**src/rtl/reg_pipe_skid.sv**
```systemverilog
// Two-entry valid/ready register slice (skid buffer); every output is driven straight from a flop.
// Optional synchronous flush is compiled in when REG_SKID_FLUSH_EN is defined.
module reg_pipe_skid #(
    parameter int DATA_WIDTH = 32
) (
    input  logic                  i_clk,
    input  logic                  i_rst,
    input  logic                  i_valid,
    output logic                  o_ready,
    input  logic [DATA_WIDTH-1:0] i_data,
    output logic                  o_valid,
    input  logic                  i_ready,
    output logic [DATA_WIDTH-1:0] o_data,
`ifdef REG_SKID_FLUSH_EN
    input  logic                  i_flush,
`endif
    output logic [1:0]            o_count
);

    typedef enum logic [1:0] {
        EMPTY = 2'd0,
        BUSY  = 2'd1,
        FULL  = 2'd2
    } state_t;

    state_t                r_state;
    state_t                w_stateNext;
    logic                  r_ready;
    logic                  r_valid;
    logic [DATA_WIDTH-1:0] r_out;
    logic [DATA_WIDTH-1:0] r_skid;

    logic w_inFire;
    logic w_outFire;
    logic w_flush;
    logic w_loadOut;
    logic w_outFromSkid;
    logic w_loadSkid;

    assign w_inFire  = i_valid & r_ready;
    assign w_outFire = r_valid & i_ready;

`ifdef REG_SKID_FLUSH_EN
    assign w_flush = i_flush;
`else
    assign w_flush = 1'b0;
`endif

    always_comb begin
        w_stateNext   = r_state;
        w_loadOut     = 1'b0;
        w_outFromSkid = 1'b0;
        w_loadSkid    = 1'b0;
        case (r_state)
            EMPTY: begin
                if (w_inFire) begin
                    w_stateNext = BUSY;
                    w_loadOut   = 1'b1;
                end
            end
            BUSY: begin
                if (w_inFire && !w_outFire) begin
                    w_stateNext = FULL;
                    w_loadSkid  = 1'b1;
                end else if (!w_inFire && w_outFire) begin
                    w_stateNext = EMPTY;
                end else if (w_inFire && w_outFire) begin
                    w_loadOut = 1'b1;
                end
            end
            FULL: begin
                if (w_outFire) begin
                    w_stateNext   = BUSY;
                    w_loadOut     = 1'b1;
                    w_outFromSkid = 1'b1;
                end
            end
            default: w_stateNext = EMPTY;
        endcase
        // Flush wins over any concurrent transfer; the incoming beat is dropped.
        if (w_flush) begin
            w_stateNext = EMPTY;
            w_loadOut   = 1'b0;
            w_loadSkid  = 1'b0;
        end
    end

    // Ready and valid are registered from the next state so no output depends on inputs.
    always_ff @(posedge i_clk or posedge i_rst) begin
        if (i_rst) begin
            r_state <= EMPTY;
            r_ready <= 1'b0;
            r_valid <= 1'b0;
        end else begin
            r_state <= w_stateNext;
            r_ready <= (w_stateNext != FULL);
            r_valid <= (w_stateNext != EMPTY);
        end
    end

    always_ff @(posedge i_clk or posedge i_rst) begin
        if (i_rst) begin
            r_out  <= '0;
            r_skid <= '0;
        end else begin
            if (w_loadOut) begin
                r_out <= w_outFromSkid ? r_skid : i_data;
            end
            if (w_loadSkid) begin
                r_skid <= i_data;
            end
        end
    end

    assign o_ready = r_ready;
    assign o_valid = r_valid;
    assign o_data  = r_out;
    assign o_count = r_state;

endmodule
```
**config.mk**
```make
export PLATFORM = sky130hd
export DESIGN_NAME = reg_pipe_skid
export DESIGN_NICKNAME = d
export VERILOG_FILES = /design/src/rtl/reg_pipe_skid.sv
export SDC_FILE = /design/constraint.sdc
export NUM_CORES = 1
export LEC_CHECK = 0
export CORE_MARGIN = 8
export CORE_UTILIZATION = 45
export CTS_CLUSTER_DIAMETER = 80
export DETAILED_ROUTE_END_ITERATION = 7
export PLACE_DENSITY = 0.73
export SLEW_MARGIN = 15
export SYNTH_ARGS = -nofsm -noshare
export SYNTH_HDL_FRONTEND = slang
export SYNTH_SLANG_ARGS = --single-unit
```
**constraint.sdc**
```tcl
create_clock -name i_clk -period 2.4 [get_ports i_clk]
set_input_delay 0.48 -clock i_clk [delete_from_list [all_inputs] [get_ports i_clk]]
set_output_delay 0.48 -clock i_clk [all_outputs]
set_load 0.03 [all_outputs]
```
# --- Word-level counts from Yosys, hierarchy flattened ---
# Cells that the tools add are included.
totals:
  word_cells: 32
  out_inout_bits: 36
  input_bits: 36
  regBits: 68
classes:
  eq_ne: 3
  n_reduce_logical: 7
  muxes: 15
  bitwise: 2
ops:
  columns: ["operator", "count"]
  rows:
  - ["$mux W32", 1]
  - ["$mux W1", 8]
  - ["$mux W2", 4]
  - ["$pmux W2 S3", 1]
  - ["$logic_and A1 B1 Y1", 3]
  - ["$pmux W1 S3", 1]
  - ["$and A1 B1 Y1", 2]
  - ["$eq A2 B1 Y1 const B", 1]
  - ["$eq A2 B2 Y1 const B", 1]
  - ["$logic_not A1 Y1", 2]
  - ["$logic_not A2 Y1", 1]
  - ["$ne A2 B2 Y1 const B", 1]
  - ["$reduce_bool A2 Y1", 1]

# --- Logic depth before layout (Yosys ltp) ---
logic_depth:
  ltp_word: 7
  ltp_mapped: 4
  mapped_depth_nobuf: 3

# --- Least setup slack after synthesis ---
# Ideal clock, no wire load.
synth_timing:
  path_type: "register to register"
  from: "reg r_state[1] (netlist: o_count[1])"
  to: "reg r_out[0] (netlist: o_data[0])"
  period_less_slack_ns: 1.695
  required_ns: 2.275
  arrival_ns: 1.569
  path_buffers: 1
  slack_ns: 0.705
  setup_time_ns: 0.125
  path_stages_with_launch: 5
  cell_sequence: "dfrtp_1 > nand4b_4 > buf_6 > mux2_4 > mux2_4"
synth_via:
  elab_chain_len: 3
  elab_cells_between_ends: 6
  classes_between: "eq/ne (2); mux (3); reduce/logical (1)"
synth_rtl:
  columns: ["element", "line_no", "source"]
  rows:
  - ["start, declared", "26", "state_t r_state;"]
  - ["start signal, assigned", "95", "r_state <= w_stateNext;"]
  - ["$eq A2 B2 Y1", "54", "case (r_state)"]
  - ["$mux W1", "54", null]
  - ["$mux W32", "107", "r_out <= w_outFromSkid ? r_skid : i_data;"]
  - ["end signal, assigned", "107", null]
  - ["end, declared", "30", "logic [DATA_WIDTH-1:0] r_out;"]
# Parallel ways exist; a longest one is shown, timed or not.
# A chain may end at the register's enable or synchronous reset.

# --- Worst setup path in the final report ---
layout_timing:
  from: "reg r_state[1] (netlist: o_count[1])"
  to: "out o_count[1]"
layout_rtl:
  columns: ["element", "line_no", "source"]
  rows:
  - ["end, declared", "17", "output logic [1:0] o_count"]
# No word-level cell between the ends.

==> flow_metrics.py <==
metrics = {
    "run_status": {
        "status": "finished, final reports clean",
    },
    "setup_path": {
        "cp_slowest_cell": "clkdlybuf4s50_1",
        "cp.required_ns": 1.92,
        "critPathLaunchType": "flip-flop",
        "cp_top_family": "buffers and inverters",
        "reg2reg_setup_slack_ns": 0.67,
        "critPathKind": "reg2out",
        "max_stage_delay_ns": 0.76,
        "worstSetupEndpointType": "output pin",
        "path_buf_inv": 1,
        "path_cells": "clkdlybuf4s50_1",
        "arrival_ns": 1.64,
        "cp_max_fo": 8,
    },
    "cts": {
        "cts_buffers": 9,
        "clk_pin_slew_ns": 0.07,
        "clk_latency_ns": 0.33,
        "post-cts-setup-buffers": 0,
        "cts_resized": 0,
        "clkSinkCount": 68,
        "cts_hold_buf": 0,
        "clockBufferDepth": 2,
        "htreeDepth": 3,
        "cts_tree": "done",
        "ctsRootBufferMaster": "clkbuf_8",
    },
    "synth": {
        "synthMuxAreaShare_pct": 40.8,
        "synth_fp_nets": 228,
        "synthAdderAreaFrac_pct": 0,
        "synthXorXnorAreaFrac_pct": 0,
        "syn_avg_cell_area_um2": 16.8,
        "synth_top_family_by_area": "multiplexers",
        "synth_seq_cells": 68,
        "synth-simple-area-share_pct": 2.79,
        "ys_types": 21,
        "yosys_warnings": 0,
        "synth_compound_area_share_pct": 1.28,
        "seq_area_frac_synth_pct": 52.6,
        "syn_inst": 192,
        "syn-cell-area_um2": 3230,
    },
    "routing": {
        "detail_route.first_pass.iterations": 4,
        "routed_wirelength_um": 6160,
        "drtIter0Drc": 86,
        "num_vias": 1809,
        "routed_via_density": 4.81,
        "wl_per_cell_um": 16.4,
        "drc": 0,
        "ant_nets": 0,
    },
    "power_and_ir_drop": {
        "sw_frac_of_total_pct": 35.0,
        "comb_power_share_pct": 49.0,
        "p_sw_mw": 2.02,
        "vdd_drop_max_v": 0.000635,
        "power_mw": 5.76,
        "leakage_nw": 1.96,
        "p_clk_share_pct": 14.8,
        "power.density_nw_per_um2": 1340,
        "seq_power_share_pct": 36.3,
        "power.internal_mw": 3.74,
    },
    "final_layout": {
        "layout_common_cells": "clkdlybuf4s50_1, dfrtp_1, mux2_4",
        "final_nets": 308,
        "area_growth_pct": 32.5,
        "antenna_cells": 0,
        "final_layout_size_suffix_gt1_share_pct": 45.1,
        "final_common_cell": "clkdlybuf4s50_1",
        "post-route-util_pct": 60.4,
        "layout.cells.non_filler": 376,
    },
    "timing": {
        "max_freq_mhz": 472,
        "drv_slew": 0,
        "fin_setup_tns_ns": 0,
        "hold_viol": 0,
        "finalSetupViolCount": 0,
        "timing.final.ws_setup_ns": 0.283,
        "period_share_pct": 88.2,
        "clock_skew_ns": 0.0111,
        "fin_crit_ns": 2.12,
        "worstMarginPinSlew_ns": 0.539,
        "slew_headroom_pct": 64.0,
        "rsz0062_at_grt": "no",
    },
    "place": {
        "dpl.hpwl_um": 4370,
        "dp_slack_ns": 0.209,
        "portBuffers": 71,
        "placedCellCount": 360,
        "gp_congestion": 0.781,
    },
    "grt": {
        "grt_pass1_wl_um": 10300,
        "grt_use_total_pct": 13.2,
        "antenna_found_initial": 0,
        "grt-ovfl-total": 0,
        "grt_start_max_net_pins": 45,
        "first_global_vias": 2006,
    },
    "floorplanning": {
        "rows": 31,
        "dieWidth_um": 101,
        "start_util_pct": 45.5,
        "die-area_um2": 10200,
        "die_h_um": 101,
        "pin_count": 72,
        "core-area_um2": 7100,
    },
    "job": {
        "cap_violations": 0,
    },
    "min_path": {
        "hp-class": "in2async",
    },
}
-- cells by family (layout without fill, tap and decap cells) --
family / after synthesis / after routing
and+or+nand+nor: 12 / 12
muxes: 97 / 97
AOI/OAI and AO/OA: 5 / 5
buffers and inverters: 10 / 95
DFF: 68 / 68
-- metrics by stage --
step | hold WS [ns] | cell area [µm²]
6_report | 0.508 | 4290
5_1_grt | 0.525 | 4290
4_1_cts | 0.506 | 4290
3_5_place_dp | 0.494 | 4110
3_3_place_gp | 0.485 | 4110
2_1_floorplan | 0.475 | 3230
-- cell usage after synthesis --
cell,count,area [µm²]
inv_1,1,3.75
and2_1,1,6.26
a21o_1,1,7.51
a21bo_2,1,10.0
nand3_1,1,5.00
dfrtp_1,68,1700
buf_4,6,45.0
mux2_4,60,901
o211ai_2,1,12.5
nor2_1,1,3.75
or2_2,1,6.26
mux2_2,37,417
a21oi_1,1,5.00
nor2b_1,1,6.26
nand4b_4,1,23.8
nand4bb_1,1,11.3
and3b_2,1,10.0
nand4_1,1,6.26
buf_6,3,33.8
nand2_1,3,11.3
o22ai_1,1,6.26
-- layer usage --
metal	routed length [µm]	vias to the layer above	GRT usage [%]
met3	409	2	5.04
li1	-	845	-
met5	0	-	0
met2	2990	41	20.2
met4	52	0	4.88
met1	2700	921	16.5
-- registers in the layout, summed over array words and instances, names as in the netlist --
register,flops
o_count,2
o_data,32
r_skid,32
o_valid,1
o_ready,1
-- cell type report --
cell class                      count  area, µm²
Tap cell                           99        124
Clock inverter                      3       21.3
Inverter                            1       3.75
Fill cell                         580       2810
Clock buffer                       13        159
Timing Repair Buffer               78        813
Sequential cell                    68       1700
Multi-Input combinational cell    114       1460
-- worst paths after layout --
check | from | to | cells past startpoint
hold reg to reg | r_skid[30]$_DFFE_PP0P_ | r_skid[30]$_DFFE_PP0P_ | 1
setup reg to reg | o_count[1]$_DFF_PP0_ | r_skid[1]$_DFFE_PP0P_ | 4
min in group i_clk | r_skid[30]$_DFFE_PP0P_ | r_skid[30]$_DFFE_PP0P_ | 1
hold / removal | i_rst | o_data[29]$_DFFE_PP0P_ | 2
setup / recovery | o_count[1]$_DFF_PP0_ | o_count[1] | 1
max in group asynchronous | i_rst | o_data[15]$_DFFE_PP0P_ | 3
-- power groups by stage --
| stage | Clock [mW] | Combinational (mW) | Sequential (mW) |
|---|---|---|---|
| finish | 0.850 | 2.82 | 2.09 |
| global route | 0.935 | 2.98 | 2.17 |
| floorplan | 0 | 1.33 | 2.64 |
| global placement | 0 | 2.81 | 2.09 |
| CTS | 0.884 | 2.86 | 2.10 |
| detailed placement | 0 | 2.86 | 2.11 |
No activity file was read; power rests on OpenSTA's default activity.
